--- config.mk ---
export PLATFORM = sky130hd
export DESIGN_NAME = bp_update_sched
export DESIGN_NICKNAME = d
export VERILOG_FILES = /design/src/rtl/bp_pkg.sv /design/src/rtl/bp_upd_fifo.sv /design/src/rtl/bp_update_sched.sv
export SDC_FILE = /design/constraint.sdc
export NUM_CORES = 1
export LEC_CHECK = 0
export BUFFER_PORTS_ARGS = -buffer_cell sky130_fd_sc_hd__buf_4
export CAP_MARGIN = 10
export CORE_MARGIN = 3
export CORE_UTILIZATION = 53
export CTS_CLUSTER_SIZE = 12
export DETAILED_ROUTE_END_ITERATION = 7
export GPL_TIMING_DRIVEN = 1
export PLACE_DENSITY = 0.8
export REMOVE_ABC_BUFFERS = 1
export SYNTH_ARGS = -nofsm -noshare
export SYNTH_HDL_FRONTEND = slang
export SYNTH_HIERARCHICAL = 1
export SYNTH_SLANG_ARGS = --single-unit
--- constraint.sdc ---
create_clock -name clk -period 3.2 [get_ports clk]
set_input_delay 0.48 -clock clk [delete_from_list [all_inputs] [get_ports clk]]
set_output_delay 0.48 -clock clk [all_outputs]
set_load 0.1 [all_outputs]
--- src/rtl/bp_pkg.sv ---
// bp_pkg: shared types and default constants for the branch-predictor update scheduler
package bp_pkg;
  localparam int PHT_IDX_W = 12;
  localparam int GHR_W = 12;
  localparam logic [1:0] PHT_INIT_VAL = 2'b10;
  typedef enum logic {INIT, RUN} bp_state_e;
  typedef struct packed {
    logic [PHT_IDX_W-1:0] idx;
    logic                 taken;
  } bp_upd_t;
endpackage

--- src/rtl/bp_upd_fifo.sv ---
// bp_upd_fifo: ordered dual-write, single-read FIFO with occupancy count
//   clk, rst      : clock, asynchronous active-low reset
//   flush_i       : drop all entries
//   we0_i/wd0_i   : older write port, lands before port 1 when both fire
//   we1_i/wd1_i   : younger write port
//   re_i/rd_o     : pop request and head entry
//   count_o       : occupancy
// The producer guarantees room for every write it issues.
module bp_upd_fifo #(
  parameter int W = 13,
  parameter int QDEPTH = 4,
  localparam int PW = $clog2(QDEPTH),
  localparam int CW = PW + 1
) (
  input  logic          clk,
  input  logic          rst,
  input  logic          flush_i,
  input  logic          we0_i,
  input  logic [W-1:0]  wd0_i,
  input  logic          we1_i,
  input  logic [W-1:0]  wd1_i,
  input  logic          re_i,
  output logic [W-1:0]  rd_o,
  output logic [CW-1:0] count_o
);
  logic [W-1:0] mem_q [QDEPTH];
  logic [PW-1:0] wptr_q, rptr_q;
  logic [CW-1:0] cnt_q;
  logic [1:0] nenq;
  assign nenq = {1'b0, we0_i} + {1'b0, we1_i};
  always_ff @(posedge clk or negedge rst) begin
    if (!rst) begin
      wptr_q <= '0;
      rptr_q <= '0;
      cnt_q  <= '0;
    end else if (flush_i) begin
      wptr_q <= '0;
      rptr_q <= '0;
      cnt_q  <= '0;
    end else begin
      wptr_q <= wptr_q + PW'(nenq);
      rptr_q <= rptr_q + PW'(re_i);
      cnt_q  <= cnt_q + CW'(nenq) - CW'(re_i);
    end
  end
  // lane 1 takes the slot after lane 0 only when lane 0 also writes
  always_ff @(posedge clk) begin
    if (we0_i) mem_q[wptr_q] <= wd0_i;
    if (we1_i) mem_q[we0_i ? wptr_q + PW'(1) : wptr_q] <= wd1_i;
  end
  assign rd_o = mem_q[rptr_q];
  assign count_o = cnt_q;
endmodule

--- src/rtl/bp_update_sched.sv ---
// bp_update_sched: gshare PHT write sequencer and global history owner
//   clk, rst                : clock, asynchronous active-low reset
//   reinit                  : restart the table initialisation walk
//   upd_valid/pc/taken_0/1  : resolved branches, lane 0 older than lane 1
//   upd_ready               : both lanes may transfer this cycle
//   pht_we/widx/wtaken/winit: registered PHT write port
//   ghr                     : committed global history
//   init_busy               : initialisation walk in progress
//   q_count                 : pending update count
module bp_update_sched #(
  parameter int PC_W = 14,
  parameter int IDX_W = 12,
  parameter int GHR_W = 12,
  parameter int QDEPTH = 4,
  localparam int CW = $clog2(QDEPTH) + 1
) (
  input  logic             clk,
  input  logic             rst,
  input  logic             reinit,
  input  logic             upd_valid_0,
  input  logic [PC_W-1:0]  upd_pc_0,
  input  logic             upd_taken_0,
  input  logic             upd_valid_1,
  input  logic [PC_W-1:0]  upd_pc_1,
  input  logic             upd_taken_1,
  output logic             upd_ready,
  output logic             pht_we,
  output logic [IDX_W-1:0] pht_widx,
  output logic             pht_wtaken,
  output logic             pht_winit,
  output logic [GHR_W-1:0] ghr,
  output logic             init_busy,
  output logic [CW-1:0]    q_count
);
  import bp_pkg::*;
  typedef struct packed {
    logic [IDX_W-1:0] idx;
    logic             taken;
  } upd_t;
  bp_state_e state_q, state_d;
  logic [IDX_W-1:0] init_cnt_q, init_cnt_d, widx_q, widx_d;
  logic [GHR_W-1:0] ghr_q, ghr_d, g1;
  logic we_q, we_d, winit_q, winit_d, wtaken_q, wtaken_d;
  logic run, xfer0, xfer1, deq;
  upd_t e0, e1, head;
  assign run = state_q == RUN;
  // credit only the occupancy at cycle start; a same-cycle pop does not count
  assign upd_ready = run && q_count <= CW'(QDEPTH - 2);
  assign init_busy = !run;
  assign xfer0 = upd_valid_0 && upd_ready && !reinit;
  assign xfer1 = upd_valid_1 && upd_ready && !reinit;
  assign deq = run && q_count != '0 && !reinit;
  // lane 1 hashes against history already shifted by lane 0
  assign g1 = xfer0 ? {ghr_q[GHR_W-2:0], upd_taken_0} : ghr_q;
  assign e0.idx = upd_pc_0[IDX_W+1:2] ^ IDX_W'(ghr_q);
  assign e0.taken = upd_taken_0;
  assign e1.idx = upd_pc_1[IDX_W+1:2] ^ IDX_W'(g1);
  assign e1.taken = upd_taken_1;
  bp_upd_fifo #(.W(IDX_W + 1), .QDEPTH(QDEPTH)) u_fifo (
    .clk     (clk),
    .rst     (rst),
    .flush_i (reinit),
    .we0_i   (xfer0),
    .wd0_i   (e0),
    .we1_i   (xfer1),
    .wd1_i   (e1),
    .re_i    (deq),
    .rd_o    (head),
    .count_o (q_count)
  );
  always_comb begin
    state_d = state_q;
    init_cnt_d = init_cnt_q;
    ghr_d = xfer1 ? {g1[GHR_W-2:0], upd_taken_1} : g1;
    we_d = 1'b0;
    winit_d = 1'b0;
    wtaken_d = 1'b0;
    widx_d = '0;
    if (reinit) begin
      state_d = INIT;
      init_cnt_d = '0;
      ghr_d = '0;
    end else if (!run) begin
      we_d = 1'b1;
      winit_d = 1'b1;
      widx_d = init_cnt_q;
      init_cnt_d = init_cnt_q + IDX_W'(1);
      state_d = &init_cnt_q ? RUN : INIT;
    end else if (deq) begin
      we_d = 1'b1;
      widx_d = head.idx;
      wtaken_d = head.taken;
    end
  end
  always_ff @(posedge clk or negedge rst) begin
    if (!rst) begin
      state_q    <= INIT;
      init_cnt_q <= '0;
      ghr_q      <= '0;
      we_q       <= 1'b0;
      winit_q    <= 1'b0;
      wtaken_q   <= 1'b0;
      widx_q     <= '0;
    end else begin
      state_q    <= state_d;
      init_cnt_q <= init_cnt_d;
      ghr_q      <= ghr_d;
      we_q       <= we_d;
      winit_q    <= winit_d;
      wtaken_q   <= wtaken_d;
      widx_q     <= widx_d;
    end
  end
  assign pht_we = we_q;
  assign pht_winit = winit_q;
  assign pht_wtaken = wtaken_q;
  assign pht_widx = widx_q;
  assign ghr = ghr_q;
endmodule

==> results.cfg, run 1 <==
[critical_path]
max_stage_delay_ps = 550
reg2reg_setup_slack_ps = 380
critPathBufInv = 1
crit_path_start_kind = flop
worstSetupPathType = reg -> reg
end_kind = flop
crit_required_ps = 3310
critical_path.slowest_cell = a31oi_4
cp_data_arrival_time_ps = 2930
worstPathCellList = nand2b_1, nor3_1, buf_4, and4bb_1, a31oi_4, mux2_1
worstPathMaxFanout = 14
crit_family = simple AND/OR/NAND/NOR gates

[clock_network]
cts_htree_levels = 3
clock_latency_ps = 360
cts_buffers = 9
cts_buffer_depth = 2
cts_tree = built
post-cts-setup-buffers = 0
cts-resized-gates = 0
cts_root_buf = clkbuf_8
clkSlewWorstSetupHoldPaths_ps = 90
clock-sinks = 99
cts_hold_buffers = 0

[logic_synthesis]
synthDistinctLibCells = 55
ys.flop_type = edfxtp_1
netlist_area_mm2 = 0.00573
netlist_instances = 460
syn_area_per_cell_um2 = 12.4
synth_area_leaders = edfxtp_1, dfrtp_1, mux2_1, nor2b_1, mux4_2
synth_top_area_share_pct = 27.3
synth_edf_count = 52
synth-seq-cells = 99
yosys_warnings = 6
synthMostInstantiatedCell = nor2b_1
synth-async-reset-ratio_pct = 47.5
synth_top_cell_by_area = edfxtp_1
seq_area_frac_synth_pct = 47.8
synthTopCellsByCount = nor2b_1, edfxtp_1, dfrtp_1

[finish]
fillCellCount = 767
drive_above_1_share_pct = 25.1
fin_cells = 654
final_area_mm2 = 0.00655
n_antenna_cell = 0
layout.nets = 560
area_growth_syn_to_layout_pct = 14.3

[global_route]
grt_pass1_wl_mm = 20.8
grtUsageTotal_pct = 22.5
met1_usage_pct = 29.2
overflow = 0
grt_max_degree = 48
busiest_layer = met2
met3_usage_pct = 3.11
antenna_found_initial = 1
grt_util_met2_pct = 38.9
grt_pass1_vias = 4030

[sta]
relSlewSlack_pct = 34.1
hold_ws_ps = 116
drv_slew = 0
period_share_pct = 88.0
fmax_mhz = 355
period_needed_ps = 2820
finalHoldViolCount = 0
rsz0062_at_grt = false
finalWorstSetupSlack_ps = 383
tightest_slew_ps = 980
fin_skew_ps = 7.40
setup_viol = 0

[placement]
placed_area_mm2 = 0.00630
dpl_worst_slack_ps = 431
dp_hpwl_mm = 9.07
place_inst = 638
port_buffers = 62
place_congestion = 0.800

[route]
drc = 0
finalWirelength_mm = 13.0
viasPerCell = 6.09
drt-pass1-iter-count = 5
wl_per_cell_um = 19.8
drtIter0Drc = 320
postRouteAntennaNets = 0
vias = 3985

[worst_hold_path]
hold_path_class = in -> async

[pwr]
p_leak_nw = 2.65
powerDensity_mw_per_mm2 = 381
vdd_drop_max_mv = 0.194

[floorplanning]
fp.dieH_um = 110
core_area_mm2 = 0.0104
start_util_pct = 55.0
row_count = 37
die_area_mm2 = 0.0121
die_w_um = 110
num_io_pins = 67

[outcome]
outcome = finished, final reports clean

[flow_run]
drv_cap = 0
report_power, final:
group          internal (mW)  switching (mW)  total [mW]
Clock                  0.531           0.418       0.949
Sequential              1.35         0.00596        1.35
Combinational         0.0765           0.116       0.192
Total                   1.96           0.540        2.49
registers in the layout, indices dropped and copies added (netlist names), 2 cells and up:
register,cells
u_fifo/rptr_q,2
u_fifo/count_o,3
u_fifo/wptr_q,2
pht_widx,12
ghr,12
u_fifo/mem_q,52
init_cnt_q,12
cell usage in the layout, fill, tap and decap left out, types with 3 or more instances in the layout:
cell type	Yosys	final
buf_4	4	78
a221o_1	11	11
o32ai_1	12	12
ha_1	11	11
o2111ai_1	12	12
xor2_1	16	16
a22o_1	12	12
mux2_4	9	9
nand2_1	23	23
nor4_1	3	3
edfxtp_1	52	52
or4_1	5	5
clkbuf_8	0	11
dfrtp_1	47	47
mux2_1	43	43
inv_1	18	18
nor2b_1	55	55
a311oi_1	7	7
a21oi_1	7	7
a31oi_1	4	4
nor2_1	16	16
xnor2_1	6	6
o31ai_1	4	4
nand2b_1	6	6
mux4_2	13	13
path summary, 6_finish.rpt:
path | start | to | depth (start not counted)
setup / recovery | u_fifo/count_o[2]$_DFF_PN0_ | u_fifo/mem_q[1][5]$_DFFE_PP_ | 6
hold / removal | rst | pht_widx[11]$_DFF_PN0_ | 1
setup reg to reg | u_fifo/count_o[2]$_DFF_PN0_ | u_fifo/mem_q[1][5]$_DFFE_PP_ | 6
hold reg to reg | init_cnt_q[11]$_DFFE_PN0P_ | pht_widx[11]$_DFF_PN0_ | 1
max in group asynchronous | rst | ghr[4]$_DFF_PN0_ | 1
min in group clk | upd_taken_0 | ghr[1]$_DFF_PN0_ | 2
metal layers:
metal	share of wire (%)	wire (µm)
met1	43	5540
met2	51	6630
met3	4.9	641
met4	1.1	138
met5	0.10	13
kinds of logic (layout without fill, tap and decap cells):
kind of cell / Yosys count / after routing / share of synthesized area [%]
xor gates and xnor gates: 22 / 22 / 3.36
and+or+nand+nor: 127 / 127 / 13.5
buffers and inverters: 54 / 112 / 4.37
AOI/OAI and AO/OA: 78 / 78 / 11.8
DFF: 99 / 99 / 47.8
muxes: 68 / 68 / 16.5
adders and majority gates: 12 / 12 / 2.75
layout make-up:
class	count	area [µm²]	area share [%]
Multi-Input combinational cell	307	2740	41.8
Sequential cell	99	2740	41.8
Timing Repair Buffer	78	586	8.94
Clock buffer	13	180	2.75
Tap cell	136	170	2.60
Clock inverter	3	67.6	1.03
Inverter	18	67.6	1.03
per-stage QoR:
step / utilization [%] / TNS [ps] / total power [mW]
floorplan: - / -45410 / 1.48
global placement: 60.5 / 0 / 1.56
detailed placement: 60.5 / 0 / 1.57
CTS: 62.9 / 0 / 2.50
global route: 62.9 / 0 / 2.57
finish: 62.9 / 0 / 2.49
Note: power is estimated with default switching activity, not from simulation.
==> inputs of run 2 (changes only) <==
- CORE_UTILIZATION: 53 -> 45
- PLACE_DENSITY: 0.8 -> 0.71
- RECOVER_POWER: default -> 100
==> results.cfg, run 2 (same netlist as run 1, synthesis figures left out) <==
[critical_path]
worstPathMaxFanout = 14
cp_data_arrival_time_ps = 3060
crit_path_start_kind = flop
crit_required_ps = 3260
reg2reg_setup_slack_ps = 210
end_kind = flop
worstSetupPathType = reg -> reg
critPathLaunch = u_fifo/count_o[2]$_DFF_PN0_
r2r_start = u_fifo/count_o[2]$_DFF_PN0_

[global_route]
antenna_found_initial = 0
grt_max_degree = 48
grt_pass1_vias = 4082
grt_pass1_wl_mm = 21.5
overflow = 0
grtUsageTotal_pct = 19.5

[route]
drtIter0Drc = 341
drc = 0
postRouteAntennaNets = 0
viasPerCell = 5.77
vias = 3978
drt-pass1-iter-count = 5
finalWirelength_mm = 13.5
wl_per_cell_um = 19.5

[sta]
drv_slew = 48
setup_viol = 0
finalHoldViolCount = 0
relSlewSlack_pct = -70.4
fin_skew_ps = 8.78
period_share_pct = 93.5
period_needed_ps = 2990
rsz0062_at_grt = false
fmax_mhz = 334
tightest_slew_ps = 2560

[clock_network]
cts_buffers = 9
cts_htree_levels = 3
post-cts-setup-buffers = 0
cts-resized-gates = 0
cts_tree = built
cts_root_buf = clkbuf_16
cts_hold_buffers = 0
cts_buffer_depth = 2
clock_latency_ps = 350
clkSlewWorstSetupHoldPaths_ps = 70
clock-sinks = 99

[finish]
fillCellCount = 1120
fin_cells = 690
area_growth_syn_to_layout_pct = 12.9
multi_input_area_mm2 = 0.00270
max_flop_register = u_fifo/mem_q
drive_above_1_share_pct = 16.5
final_cell_mix = nor2b_1, edfxtp_1, mux2_1
regArea_mm2 = 0.00274
layout.nets = 564
largest_register_ffs = 52
n_antenna_cell = 0
final_area_mm2 = 0.00646
final_common_cell = nor2b_1

[placement]
port_buffers = 62
place_inst = 674
place_congestion = 0.827
dp_hpwl_mm = 9.30
placed_area_mm2 = 0.00637

[outcome]
outcome = finished, violations left
violations = capacitance limit, slew limit

[pwr]
power_mw = 2.60
vdd_drop_max_mv = 0.254
powerDensity_mw_per_mm2 = 403
p_leak_nw = 2.47

[floorplanning]
die_area_mm2 = 0.0141
core_area_mm2 = 0.0122
row_count = 40
start_util_pct = 46.9
die_w_um = 119
fp.dieH_um = 119
num_io_pins = 67

[flow_run]
drv_cap = 1

[worst_hold_path]
hold_path_class = in -> reg
min_from = reinit
[run 2: cell count changes in the layout (fill, tap and decap cells not counted), sizes merged]
cell	before	now
clkbuf	13	56
buf	78	39
bufinv	2	0
clkinv	0	2
clkinvlp	1	0
inv	18	19
[run 2: per-layer routing]
layer  track usage, %  vias up  wire length (µm)
li1                 -     1849                 -
met1             25.1     1999              5960
met2             32.9      107              6610
met3             2.94       23               601
met4             8.04        0               306
met5                0        -                 0
[run 2: where the power goes]
group / internal, mW / switching (mW) / leakage, nW / total [mW]
sequential: 1.35 / 0.00500 / 1.12 / 1.35
combinational: 0.0686 / 0.116 / 1.21 / 0.185
clock: 0.597 / 0.468 / 0.145 / 1.07
[run 2: path summary, 6_finish.rpt]
kind	depth (start not counted)	to
worst min-delay path	2	u_fifo/wptr_q[0]$_DFF_PN0_
max in group asynchronous	1	init_cnt_q[9]$_DFFE_PN0P_
min in group asynchronous	1	pht_wtaken$_DFF_PN0_
worst max register to register	7	u_fifo/mem_q[1][11]$_DFFE_PP_
worst min register to register	1	pht_widx[11]$_DFF_PN0_
worst max-delay path	7	u_fifo/mem_q[1][11]$_DFFE_PP_
[run 2: cell type report]
type                            instances  area share (%)
Sequential cell                        99            42.3
Multi-Input combinational cell        307            41.7
Timing Repair Buffer                   82            7.14
Clock buffer                           13            4.20
Tap cell                              168            3.25
Inverter                               18            1.05
Clock inverter                          3           0.290
[run 2: through the flow]
stage	setup WS (ps)	setup TNS (ps)	hold slack (ps)	utilization, %
2_1_floorplan	-640	-45410	184	-
3_3_place_gp	494	0	516	52.2
3_5_place_dp	391	0	515	52.2
4_1_cts	382	0	167	54.5
5_1_grt	68.5	0	439	52.9
6_report	208	0	432	52.9
[run 2: worst max-delay path, stage by stage, from the launching register on]
cell,delay [ps]
dfrtp_1,450
nand2b_1,350
nor3_1,350
clkbuf_1,380
and4bb_1,260
a31oi_4,520
nand2_1,140
clkbuf_2,250
==> inputs of run 3 (changes only) <==
- PLACE_DENSITY: 0.71 -> 0.69
- SYNTH_HIERARCHICAL: 1 -> default
==> results.cfg, run 3 <==
[pwr]
comb_power_share_pct = 10.4
powerDensity_mw_per_mm2 = 302
p_sw_mw = 0.683
power_mw = 2.69
power.share.sequential_pct = 50.4
p_sw_share_pct = 25.4
p_leak_nw = 3.10
vdd_drop_max_mv = 0.330
p_int_mw = 2.00
p_clk_share_pct = 39.2

[logic_synthesis]
synthTopCellsByCount = nand3_1, nand2_1, clkbuf_1
synth-async-reset-ratio_pct = 47.5
synth_area_leaders = edfxtp_1, dfrtp_1, nand3_1, o41ai_1, a211oi_1
ys.flop_type = edfxtp_1
synthDistinctLibCells = 63
yosys_warnings = 0
synth_top_area_share_pct = 19.0
syn_area_per_cell_um2 = 8.65
synth_top_cell_by_area = edfxtp_1
synth_edf_count = 52
synth-seq-cells = 99
synthMostInstantiatedCell = nand3_1
netlist_instances = 951
netlist_area_mm2 = 0.00823
seq_area_frac_synth_pct = 33.3

[finish]
final_cell_mix = nand3_1, nand2_1, nor2_1
final_common_cell = nand3_1
fin_cells = 1173
n_antenna_cell = 0
drive_above_1_share_pct = 14.5
area_growth_syn_to_layout_pct = 8.00
layout.nets = 990
largest_register_ffs = 52
utilization_pct = 50.5
max_flop_register = u_fifo.mem_q

[placement]
place_congestion = 0.943
place_inst = 1157
dp_hpwl_mm = 17.6
port_buffers = 62
dpl_worst_slack_ps = 442

[global_route]
grt_pass1_wl_mm = 42.6
overflow = 0
grt_max_degree = 85
grtUsageTotal_pct = 27.0
grt_pass1_vias = 7576
antenna_found_initial = 0

[clock_network]
clkSlewWorstSetupHoldPaths_ps = 70
cts_root_buf = clkbuf_16
clock_latency_ps = 350
clock-sinks = 99
post-cts-setup-buffers = 0
cts_buffer_depth = 2
cts_htree_levels = 3
cts_hold_buffers = 0
cts_buffers = 9
cts-resized-gates = 0
cts_tree = built

[sta]
relSlewSlack_pct = 16.0
fin_tns_setup_ps = 0
period_needed_ps = 2920
period_share_pct = 91.1
setup_viol = 0
fmax_mhz = 343
tightest_slew_ps = 1260
finalWorstSetupSlack_ps = 284
drv_slew = 0
finalHoldViolCount = 0
fin_skew_ps = 11.5
rsz0062_at_grt = false

[route]
vias = 8047
wl_per_cell_um = 23.1
viasPerCell = 6.86
drtIter0Drc = 715
drt-pass1-iter-count = 6
drc = 0
finalWirelength_mm = 27.1
postRouteAntennaNets = 0

[critical_path]
crit_path_start_kind = flop
crit_required_ps = 2720
max_stage_delay_ps = 530
critical_path.slowest_cell = nand2b_1
worstPathMaxFanout = 12
reg2reg_to = u_fifo.mem_q[0][3]$_DFFE_PP_
r2r_start = u_fifo.count_o[2]$_DFF_PN0_
cp_data_arrival_time_ps = 2440
reg2reg_setup_slack_ps = 330
end_kind = output pin
worstSetupPathType = reg -> out
crit_path_end = upd_ready
r2r_cells = 6
critPathLaunch = run$_DFF_PN0_
worstPathCellList = clkbuf_1, nand2b_1, nor2_1, clkbuf_2

[floorplanning]
die_w_um = 141
core_area_mm2 = 0.0176
fp.dieH_um = 141
num_io_pins = 67
die_area_mm2 = 0.0199
start_util_pct = 46.8
row_count = 48

[outcome]
outcome = finished, final reports clean

[flow_run]
drv_cap = 0

[worst_hold_path]
hold_path_class = in -> reg
## run 3: changes by cell type in the layout (fill, tap and decap cells not counted), sizes merged, moves of 42 or more
cell    previous run  this run
a211oi             1        44
mux2              54         4
a31oi              6        48
o41ai              0        42
nand3              1        85
nor2              16        66
nand2             23        71
## run 3: cells by family after synthesis
kind of cell | count (synthesis) | synth area share [%]
simple gates | 379 | 24.6
compound gates | 279 | 25.2
buf+inv | 136 | 7.59
flops | 99 | 33.3
mux | 31 | 5.81
xor+xnor | 15 | 1.60
fa+ha+maj | 12 | 1.92
## run 3: final cells by class
type	instances	area, µm²
tap	225	282
clock buffer	10	239
clock inverter	6	46.3
fill	1692	8710
sequential	99	2740
inverter	12	45.0
multi-input combinational	716	4870
timing repair buffer	105	671
## run 3: power by group through the flow
stage               Sequential, mW  Combinational [mW]  Clock, mW
floorplan                     1.40               0.112          0
global placement              1.38               0.274          0
detailed placement            1.38               0.279          0
CTS                           1.35               0.279       1.07
global route                  1.35               0.306       1.12
finish                        1.35               0.280       1.05
## run 3: metal layers
layer | wire length (µm) | up-vias | GRT usage, %
li1 | - | 3672 | -
met1 | 11000 | 3812 | 37.3
met2 | 12300 | 498 | 41.6
met3 | 2910 | 65 | 5.43
met4 | 807 | 0 | 11.0
met5 | 0 | - | 0
## run 3: metrics by stage
stage               cell area (µm²)  hold WS [ps]
finish                         8890           341
CTS                            9060           168
global placement               8770           530
detailed placement             8770           528
global route                   8890           350
floorplan                      7650           184
## run 3: worst max-delay path, delay by kind of cell (launching register included)
kind                   cells  cell delay, ps
buffers and inverters      2             890
flip-flops                 1             350
AND/OR/NAND/NOR            2             850
## run 3: worst min-delay path by stage
stage | cells after the start | slack (ps) | start | to
floorplan | 0 | 180 | rst | ghr[0]$_DFF_PN0_
finish | 2 | 340 | reinit | u_fifo.count_o[2]$_DFF_PN0_
global placement | 1 | 530 | init_cnt_q[8]$_DFFE_PN0P_ | pht_widx[8]$_DFF_PN0_
CTS | 1 | 170 | rst | u_fifo.count_o[0]$_DFF_PN0_
detailed placement | 1 | 530 | init_cnt_q[11]$_DFFE_PN0P_ | pht_widx[11]$_DFF_PN0_
global route | 2 | 350 | reinit | u_fifo.count_o[2]$_DFF_PN0_
